===== src/rtl/uart_pkg.sv =====
// Shared types and helpers for the UART frame keeper.
// Holds the FSM state encoding, the stop-slot index helper and a ceil-log2 helper.
package uart_pkg;

  typedef enum logic [1:0] {
    ST_IDLE,
    ST_DATA,
    ST_PARITY,
    ST_STOP
  } uart_state_e;

  // Slot index of the stop bit: start, data bits, optional parity, stop.
  function automatic int unsigned stop_idx(int unsigned data_w, bit parity_en);
    return parity_en ? data_w + 2 : data_w + 1;
  endfunction

  function automatic int unsigned clog2(int unsigned value);
    int unsigned result;
    result = 0;
    for (int i = 0; i < 32; i++) begin
      if ((64'd1 << i) < 64'(value)) result = i + 1;
    end
    return result;
  endfunction

endpackage


===== src/rtl/uart_sync_fifo.sv =====
// Single-clock FIFO with occupancy counter and registered storage.
// Push is ignored when full unless a pop happens in the same cycle.
module uart_sync_fifo
  import uart_pkg::*;
#(
  parameter int unsigned WIDTH = 8,
  parameter int unsigned DEPTH = 4
) (
  input  logic             clk,
  input  logic             reset_n,
  input  logic             push,
  input  logic [WIDTH-1:0] push_data,
  input  logic             pop,
  output logic             full,
  output logic             empty,
  output logic [WIDTH-1:0] pop_data
);

  localparam int unsigned PtrW = (clog2(DEPTH) > 0) ? clog2(DEPTH) : 1;
  localparam int unsigned CntW = clog2(DEPTH) + 1;

  logic [WIDTH-1:0] mem_q [DEPTH];
  logic [PtrW-1:0]  wr_ptr_q, rd_ptr_q;
  logic [CntW-1:0]  count_q;
  logic             do_push, do_pop;

  assign full     = (count_q == CntW'(DEPTH));
  assign empty    = (count_q == '0);
  assign do_pop   = pop && !empty;
  assign do_push  = push && (!full || do_pop);
  assign pop_data = mem_q[rd_ptr_q];

  always_ff @(posedge clk or negedge reset_n) begin
    if (!reset_n) begin
      for (int i = 0; i < int'(DEPTH); i++) mem_q[i] <= '0;
      wr_ptr_q <= '0;
      rd_ptr_q <= '0;
      count_q  <= '0;
    end else begin
      if (do_push) begin
        mem_q[wr_ptr_q] <= push_data;
        wr_ptr_q        <= wr_ptr_q + 1'b1;
      end
      if (do_pop) rd_ptr_q <= rd_ptr_q + 1'b1;
      case ({do_push, do_pop})
        2'b10:   count_q <= count_q + 1'b1;
        2'b01:   count_q <= count_q - 1'b1;
        default: count_q <= count_q;
      endcase
    end
  end

endmodule


===== src/rtl/uart_frame_keeper.sv =====
// Assembles UART frames from an external bit-slot index, checks them and buffers good ones.
// Define PARITY_CHECK_EN to add the parity slot and parity checking.
module uart_frame_keeper
  import uart_pkg::*;
#(
  parameter int unsigned DATA_W     = 8,
  parameter int unsigned IDX_W      = 4,
  parameter int unsigned FIFO_DEPTH = 4,
  parameter bit          PARITY_ODD = 1'b0
) (
  input  logic              clk,
  input  logic              reset_n,
  input  logic [IDX_W-1:0]  bit_idx,
  input  logic              rx,
  input  logic              rd_ready,
  output logic              rd_valid,
  output logic [DATA_W-1:0] rd_data,
  output logic              frame_err,
  output logic              parity_err,
  output logic              overflow
);

`ifdef PARITY_CHECK_EN
  localparam bit ParityEn = 1'b1;
`else
  localparam bit ParityEn = 1'b0;
`endif

  localparam logic [IDX_W-1:0] LastDataIdx = IDX_W'(DATA_W);
  localparam logic [IDX_W-1:0] ParityIdx   = IDX_W'(DATA_W + 1);
  localparam logic [IDX_W-1:0] StopIdx     = IDX_W'(stop_idx(DATA_W, ParityEn));

  uart_state_e       state_q, state_d;
  logic [IDX_W-1:0]  prev_idx_q;
  logic [DATA_W-1:0] data_q, data_d;
  logic              par_q, par_d;
  logic              frame_err_q, frame_err_d;
  logic              parity_err_q, parity_err_d;
  logic              overflow_q;
  logic              idx_event, parity_bad;
  logic              push_req, fifo_full, fifo_empty, pop;

  assign idx_event = (bit_idx != prev_idx_q);
  // Without the parity slot ParityEn is 0, so parity_bad and parity_err stay constant 0.
  assign parity_bad = ParityEn && (((^data_q) ^ par_q) != PARITY_ODD);

  always_comb begin
    state_d      = state_q;
    data_d       = data_q;
    par_d        = par_q;
    frame_err_d  = 1'b0;
    parity_err_d = 1'b0;
    push_req     = 1'b0;
    if (idx_event) begin
      if (bit_idx == '0) begin
        // Start slot from any state: a fresh frame aborts the current one silently.
        if (rx) begin
          frame_err_d = 1'b1;
          state_d     = ST_IDLE;
        end else begin
          state_d = ST_DATA;
        end
      end else begin
        case (state_q)
          ST_IDLE: state_d = ST_IDLE;
          ST_DATA: begin
            if (bit_idx == prev_idx_q + 1'b1) begin
              for (int i = 0; i < int'(DATA_W); i++) begin
                if (bit_idx == IDX_W'(i + 1)) data_d[i] = rx;
              end
              if (bit_idx == LastDataIdx) state_d = ParityEn ? ST_PARITY : ST_STOP;
            end else begin
              frame_err_d = 1'b1;
              state_d     = ST_IDLE;
            end
          end
          ST_PARITY: begin
            if (bit_idx == ParityIdx) begin
              par_d   = rx;
              state_d = ST_STOP;
            end else begin
              frame_err_d = 1'b1;
              state_d     = ST_IDLE;
            end
          end
          ST_STOP: begin
            if (bit_idx == StopIdx) begin
              frame_err_d  = !rx;
              parity_err_d = parity_bad;
              push_req     = rx && !parity_bad;
            end else begin
              frame_err_d = 1'b1;
            end
            state_d = ST_IDLE;
          end
          default: state_d = ST_IDLE;
        endcase
      end
    end
  end

  always_ff @(posedge clk or negedge reset_n) begin
    if (!reset_n) begin
      state_q      <= ST_IDLE;
      prev_idx_q   <= '0;
      data_q       <= '0;
      par_q        <= 1'b0;
      frame_err_q  <= 1'b0;
      parity_err_q <= 1'b0;
      overflow_q   <= 1'b0;
    end else begin
      state_q      <= state_d;
      prev_idx_q   <= bit_idx;
      data_q       <= data_d;
      par_q        <= par_d;
      frame_err_q  <= frame_err_d;
      parity_err_q <= parity_err_d;
      if (push_req && fifo_full && !pop) overflow_q <= 1'b1;
    end
  end

  assign pop        = rd_ready && !fifo_empty;
  assign rd_valid   = !fifo_empty;
  assign frame_err  = frame_err_q;
  assign parity_err = parity_err_q;
  assign overflow   = overflow_q;

  uart_sync_fifo #(
    .WIDTH(DATA_W),
    .DEPTH(FIFO_DEPTH)
  ) u_fifo (
    .clk      (clk),
    .reset_n  (reset_n),
    .push     (push_req),
    .push_data(data_q),
    .pop      (pop),
    .full     (fifo_full),
    .empty    (fifo_empty),
    .pop_data (rd_data)
  );

endmodule


===== config.mk =====
export PLATFORM = sky130hd
export DESIGN_NAME = uart_frame_keeper
export DESIGN_NICKNAME = d
export VERILOG_FILES = /design/src/rtl/uart_pkg.sv /design/src/rtl/uart_sync_fifo.sv /design/src/rtl/uart_frame_keeper.sv
export SDC_FILE = /design/constraint.sdc
export NUM_CORES = 1
export LEC_CHECK = 0
export CAP_MARGIN = 25
export CORE_MARGIN = 4
export CORE_UTILIZATION = 30
export DETAILED_ROUTE_END_ITERATION = 12
export PLACE_DENSITY = 0.56
export SLEW_MARGIN = 20
export SYNTH_ARGS = -nofsm -noshare
export SYNTH_HDL_FRONTEND = slang
export SYNTH_SLANG_ARGS = --single-unit

===== constraint.sdc =====
create_clock -name clk -period 2.5 [get_ports clk]
set_clock_uncertainty 0.1 [all_clocks]
set_input_delay 0.25 -clock clk [delete_from_list [all_inputs] [get_ports clk]]
set_output_delay 0.25 -clock clk [all_outputs]
set_load 0.05 [all_outputs]

# --- After elaboration in Yosys (flattened, before gate mapping) ---
# Cells that the tools add are included.
word_totals:
  regBits: 55
  input_bits: 8
  out_inout_bits: 12
  wordCells: 97
op_classes:
  n_addsub: 5
  n_lt_le_gt_ge: 3
  n_eq_ne: 18
  muxes: 24
  bitwise_logic: 3
  reduce_logical: 25
ops:
  columns: ["operator", "count"]
  rows:
  - ["AND reduction 5 bit", 8]
  - ["bitwise mux 32 bit", 1]
  - ["2-to-1 mux 8 bit", 3]
  - ["binary-select mux 8 bit (select 2 bit)", 1]
  - ["demux 8 bit (select 2 bit)", 1]
  - ["== test 4 x 3 -> 1 bit, second input constant", 4]
  - ["2-to-1 mux 1 bit", 11]
  - ["== test 4 x 2 -> 1 bit, second input constant", 2]
  - ["== test 4 bit, second input constant", 2]
  - ["2-to-1 mux 2 bit", 4]
  - ["== test 2 bit, second input constant", 3]
  - ["greater-or-equal comparator 3 bit, second input constant", 2]
  - ["logical AND 1 bit", 6]
  - ["inverter 2 -> 3 bit", 2]
  - ["case mux 2 bit (3 select lines)", 1]
  - ["case mux 3 bit (2 select lines)", 1]
  - ["adder 2 x 1 -> 2 bit, second input constant", 2]
  - ["adder 4 x 1 -> 4 bit, second input constant", 1]
  - ["== test 2 x 1 -> 1 bit, second input constant", 2]
  - ["== test 4 x 1 -> 1 bit, second input constant", 1]
  - ["== test 4 bit", 1]
  - ["zero test 1 bit", 4]
  - ["zero test 4 bit", 1]
  - ["!= test 4 bit", 1]
  - ["other kinds (13)", 13]

# --- Longest topological paths before layout ---
depth:
  depth_word: 8
  mapped_depth: 11
  depth_no_buf: 10

# --- By module ---
# A second synthesis with hierarchy kept.
unflattened:
  hier_cells: 209
  area_unflattened_um2: 2735.1
by_module_without_submodules:
  columns: ["module", "instances", "cells_per_inst", "area_per_inst_um2"]
  rows:
  - ["uart_sync_fifo", 1, 115, 1801.7]
  - ["uart_frame_keeper", 1, 94, 933.4]

# --- Least setup slack after synthesis ---
# No wires, ideal clock.
synth_path:
  path_kind: "input-to-reg"
  startpoint: "in bit_idx[1]"
  endpoint: "reg u_fifo.count_q[2]"
  arrival_ps: 2375
  slack_ps: -55
  stages: 11
  n_path_buf: 1
  path_cell_list: "clkbuf_8 -> or4_2 -> o41ai_2 -> nor3_1 -> nand2b_1 -> ha_1 -> inv_1 -> fa_1 -> xor2_1 -> nor2_1 -> xor2_1"
synth_via:
  elab_chain_cells: 8
  word_cells_on_any_way: 12
  classes_between: "4 x eq/ne; 5 x mux; 3 x reduce/logical"
synth_lines:
  columns: ["element", "line_no", "text"]
  rows:
  - ["start: declaration", "uart_frame_keeper.sv:13", "input logic [IDX_W-1:0] bit_idx,"]
  - ["== test 4 bit", "uart_frame_keeper.sv:87", "if (bit_idx == StopIdx) begin"]
  - ["2-to-1 mux 1 bit", "uart_frame_keeper.sv:87", null]
  - ["2-to-1 mux 1 bit", "uart_frame_keeper.sv:64", "case (state_q)"]
  - ["2-to-1 mux 1 bit", "uart_frame_keeper.sv:55", "if (bit_idx == '0) begin"]
  - ["2-to-1 mux 1 bit *", "uart_frame_keeper.sv:54", "if (idx_event) begin"]
  - ["logical AND 1 bit *", "uart_sync_fifo.sv:30", "assign do_push = push && (!full || do_pop);"]
  - ["== test 2 x 1 -> 1 bit or == test 2 bit (tied branches)", "uart_sync_fifo.sv:45", "case ({do_push, do_pop})"]
  - ["case mux 3 bit (2 select lines) or nonzero test 2 bit (tied branches)", null, null]
  - ["end signal: assignment", "uart_sync_fifo.sv:46", "2'b10: count_q <= count_q + 1'b1;"]
  - ["end signal: assignment", "uart_sync_fifo.sv:47", "2'b01: count_q <= count_q - 1'b1;"]
  - ["end signal: assignment", "uart_sync_fifo.sv:48", "default: count_q <= count_q;"]
  - ["end: declaration", "uart_sync_fifo.sv:24", "logic [CntW-1:0] count_q;"]
# Mark *: on every way between the ends. The rest lies on a longest branch, timed or not.
# A chain may end at the register's enable or synchronous reset.

# --- Worst setup path after layout ---
# Ends and elaborated chain as after synthesis.

==> impl_metrics.prom <==
# TYPE chip_impl_metric gauge
chip_impl_metric{name="clkPwrFrac",unit="%"} 29.2
chip_impl_metric{name="routed-via-count",unit=""} 1596
chip_impl_metric{name="period_minus_slack",unit="ps"} 2410
chip_impl_metric{name="power.static_leakage",unit="nW"} 1.61
chip_impl_metric{name="switchingPower",unit="µW"} 571
chip_impl_metric{name="portBuffers",unit=""} 18
chip_impl_metric{name="drt_wl_total",unit="mm"} 4.99
chip_impl_metric{name="synth.yosys.warnings",unit=""} 0
chip_impl_metric{name="grt_pass1_wl",unit="mm"} 8.58
chip_impl_metric{name="antenna_found_initial",unit=""} 0
chip_impl_metric{name="switching_share",unit="%"} 28.2
chip_impl_metric{name="floorplan.die_area",unit="µm²"} 10500
chip_impl_info{name="setup.worst_path.class",value="in -> reg"} 1
chip_impl_metric{name="grt_use_total",unit="%"} 10.5
chip_impl_metric{name="maxClockFrequency",unit="MHz"} 415
chip_impl_metric{name="critical_path_arrival",unit="ps"} 2550
chip_impl_metric{name="fin_cells",unit=""} 339
chip_impl_info{name="timing.hold.worst.class",value="reg -> reg"} 1
chip_impl_metric{name="grt_start_max_net_pins",unit=""} 30
chip_impl_metric{name="syn_avg_cell_area",unit="µm²"} 14.2
chip_impl_metric{name="diodes",unit=""} 0
chip_impl_metric{name="worstMarginPinSlew",unit="ps"} 673
chip_impl_metric{name="clk_path_buf_depth",unit=""} 2
chip_impl_metric{name="power_per_cell_area",unit="nW/µm²"} 620
chip_impl_metric{name="drt_first_iter_violations",unit=""} 71
chip_impl_metric{name="finish.utilization",unit="%"} 37.4
chip_impl_info{name="synthDominantAreaCellType",value="sky130_fd_sc_hd__dfrtp_1"} 1
chip_impl_metric{name="comb_power_share",unit="%"} 20.0
chip_impl_metric{name="firstDrtPassIters",unit=""} 4
chip_impl_metric{name="final_antenna_net_count",unit=""} 0
chip_impl_metric{name="floorplan.initialDensity",unit="%"} 30.7
chip_impl_metric{name="global_route.overflow_total",unit=""} 0
chip_impl_metric{name="synth.cell_area",unit="µm²"} 2680
chip_impl_metric{name="ios",unit=""} 20
chip_impl_info{name="endpoint_kind",value="flip-flop"} 1
chip_impl_metric{name="clkLatencyLatePin",unit="ps"} 300
chip_impl_metric{name="synthesized_flop_and_latch_total",unit=""} 55
chip_impl_metric{name="p_int",unit="mW"} 1.45
chip_impl_info{name="timing.critical_path.from",value="bit_idx[1]"} 1
chip_impl_metric{name="synth_enable_flop_cells",unit=""} 0
chip_impl_metric{name="synth_async_sr_flop_share",unit="%"} 100
chip_impl_metric{name="ir_worst_vdd",unit="µV"} 341
chip_impl_metric{name="finish.net_count",unit=""} 245
chip_impl_metric{name="chipWidth",unit="µm"} 102
chip_impl_metric{name="hold_viol_final",unit=""} 0
chip_impl_metric{name="core_region_area",unit="µm²"} 8720
chip_impl_metric{name="seq_power_share",unit="%"} 50.8
chip_impl_metric{name="fp.dieH",unit="µm"} 102
chip_impl_info{name="r2r_start",value="prev_idx_q[1]"} 1
chip_impl_info{name="startpoint_type_of_the_worst_setup_path",value="input pin"} 1
chip_impl_info{name="critical_path.endpoint",value="u_fifo.count_q[2]"} 1
chip_impl_metric{name="ff2ff_path_depth",unit=""} 10
chip_impl_metric{name="path_clk_slew",unit="ps"} 100
chip_impl_metric{name="required",unit="ps"} 2640
chip_impl_metric{name="area_growth",unit="%"} 21.9
chip_impl_metric{name="layout_worst_path_cycle_share",unit="%"} 96.4
chip_impl_metric{name="synthDominantCellAreaShare",unit="%"} 51.4
chip_impl_info{name="cts-root-buf",value="sky130_fd_sc_hd__clkbuf_8"} 1
chip_impl_metric{name="number_of_global_route_vias_before_repair",unit=""} 1709
chip_impl_metric{name="wl_per_cell",unit="µm"} 14.7
chip_impl_metric{name="route.detailed.vias_per_inst",unit=""} 4.71
chip_impl_metric{name="syn-instance-count",unit=""} 188
chip_impl_metric{name="tritoncts.num_buffers",unit=""} 5
chip_impl_metric{name="dpl.cell_count",unit=""} 330
chip_impl_info{name="yosysMostFrequentCell",value="sky130_fd_sc_hd__dfrtp_1"} 1
chip_impl_info{name="post_synth_main_area_contributors",value="sky130_fd_sc_hd__dfrtp_1 (51%), sky130_fd_sc_hd__mux2_2 (16%), sky130_fd_sc_hd__mux4_2 (6.7%)"} 1
chip_impl_metric{name="gp_congestion",unit=""} 0.789
chip_impl_info{name="worstReg2RegEnd",value="u_fifo.count_q[2]"} 1
chip_impl_metric{name="route.detailed.drc",unit=""} 0
chip_impl_metric{name="reg2reg_slack",unit="ps"} 190
chip_impl_metric{name="tritoncts_num_sinks",unit=""} 55
chip_impl_metric{name="placement_rows",unit=""} 34
chip_impl_metric{name="setup-violations-final",unit=""} 0
chip_impl_metric{name="synth_fp_nets",unit=""} 203
chip_impl_metric{name="cts_max_level",unit=""} 2
chip_impl_metric{name="dp_hpwl",unit="mm"} 3.64
chip_impl_metric{name="netlist-cell-type-count",unit=""} 44
chip_impl_info{name="dominantRegCellSynth",value="sky130_fd_sc_hd__dfrtp_1"} 1
chip_impl_info{name="tritoncts",value="done"} 1
chip_impl_metric{name="max_cap_violations",unit=""} 0
chip_impl_metric{name="drive_gt1_share",unit="%"} 43.7
chip_impl_info{name="synth.top_cells.by_count",value="sky130_fd_sc_hd__dfrtp_1 (55), sky130_fd_sc_hd__mux2_2 (37), sky130_fd_sc_hd__mux4_2 (8)"} 1
chip_impl_metric{name="final_max_slew_viol_count",unit=""} 0
chip_impl_metric{name="register_area_share_after_synthesis",unit="%"} 51.4
chip_impl_info{name="outcome",value="finished, final reports clean"} 1
chip_impl_metric{name="max_slew_margin",unit="%"} 55.1
chip_impl_metric{name="critPathMaxFanout",unit=""} 3
[power by group through the flow]
stage	combinational [mW]	sequential [mW]	clock [mW]
2_1_floorplan	0.304	0.994	0
5_1_grt	0.448	1.05	0.655
3_3_place_gp	0.397	1.05	0
4_1_cts	0.406	1.04	0.618
3_5_place_dp	0.403	1.05	0
6_report	0.405	1.03	0.590
[routing by layer]
layer / routed length, µm / vias to the layer above / global-route usage, %
met3: 191 / 5 / 2.39
met1: 2430 / 803 / 14.6
li1: - / 760 / -
met2: 2320 / 28 / 16.8
met5: 0 / - / 0
met4: 42 / 0 / 2.72
[worst min-delay path by stage]
| stage | cells past startpoint | to | startpoint |
|---|---|---|---|
| after CTS | 1 | overflow | overflow |
| after global placement | 1 | prev_idx_q[0] | reset_n |
| final | 1 | overflow | overflow |
| after detailed placement | 1 | prev_idx_q[0] | reset_n |
| after global routing | 1 | prev_idx_q[0] | bit_idx[0] |
| after floorplan | 0 | data_q[0] | reset_n |
[through the flow]
step,TNS [ps],hold WS (ps),cell area [µm²],setup WS (ps),power [mW]
4_1_cts,0,381,3260,75.3,2.06
3_3_place_gp,-1380,233,3130,-160,1.45
3_5_place_dp,-1690,235,3130,-245,1.46
6_report,0,372,3260,91.2,2.02
5_1_grt,-36.9,400,3260,-36.9,2.15
2_1_floorplan,0,-146,2690,136,1.30
[state kept, by name, indices dropped and copies added (netlist names)]
signal           cells
u_fifo.wr_ptr_q      2
data_q               8
prev_idx_q           4
state_q              2
u_fifo.mem_q        32
u_fifo.rd_ptr_q      2
frame_err            1
u_fifo.count_q       3
overflow             1
[placed cells by master, fill, tap and decap left out, types with 3 or more instances in the layout]
master / count
sky130_fd_sc_hd__nand3_1: 5
sky130_fd_sc_hd__xnor2_1: 4
sky130_fd_sc_hd__mux2_2: 37
sky130_fd_sc_hd__nand2_4: 4
sky130_fd_sc_hd__clkbuf_8: 5
sky130_fd_sc_hd__mux4_2: 8
sky130_fd_sc_hd__inv_1: 6
sky130_fd_sc_hd__nor2_1: 6
sky130_fd_sc_hd__clkdlybuf4s50_1: 9
sky130_fd_sc_hd__dfrtp_1: 55
sky130_fd_sc_hd__ha_1: 6
sky130_fd_sc_hd__nand2_1: 3
sky130_fd_sc_hd__a21oi_1: 3
sky130_fd_sc_hd__buf_4: 29
sky130_fd_sc_hd__xor2_1: 7
[cells by family (layout without fill, tap and decap cells)]
kind of cell	Yosys count	count (layout)	share of synthesized area (%)
flops	55	55	51.4
mux	50	50	24.6
simple gates	40	40	10.3
xor+xnor	13	13	5.05
buf+inv	13	56	2.48
compound gates	9	9	2.43
fa+ha+maj	7	7	3.55
other cells	1	1	0.140
[worst max-delay path: stages]
cell and delay, ps:
sky130_fd_sc_hd__clkdlybuf4s50_1 410, sky130_fd_sc_hd__buf_4 150, sky130_fd_sc_hd__xor2_1 190, sky130_fd_sc_hd__o41ai_4 430
sky130_fd_sc_hd__nor3_2 80, sky130_fd_sc_hd__nand2b_1 80, sky130_fd_sc_hd__ha_1 150, sky130_fd_sc_hd__inv_1 60
sky130_fd_sc_hd__fa_2 340, sky130_fd_sc_hd__xor2_1 150, sky130_fd_sc_hd__nor2_1 120, sky130_fd_sc_hd__xor2_1 140
[what timing repair did]
item / CTS / global route
gates resized for setup: 0 / 2
hold buffers: 1 / 0
setup buffers: 0 / 0
setup endpoints to repair: 0 / 1
endpoints found under the hold margin: 28 / 0
[cell type report]
class	instances	area [µm²]
Tap cell	108	135
Sequential cell	55	1380
Timing Repair Buffer	42	363
Fill cell	826	5460
Multi-Input combinational cell	120	1250
Clock buffer	6	72.6
Clock inverter	2	38.8
Inverter	6	22.5
Note: power is estimated with default switching activity, not from simulation.
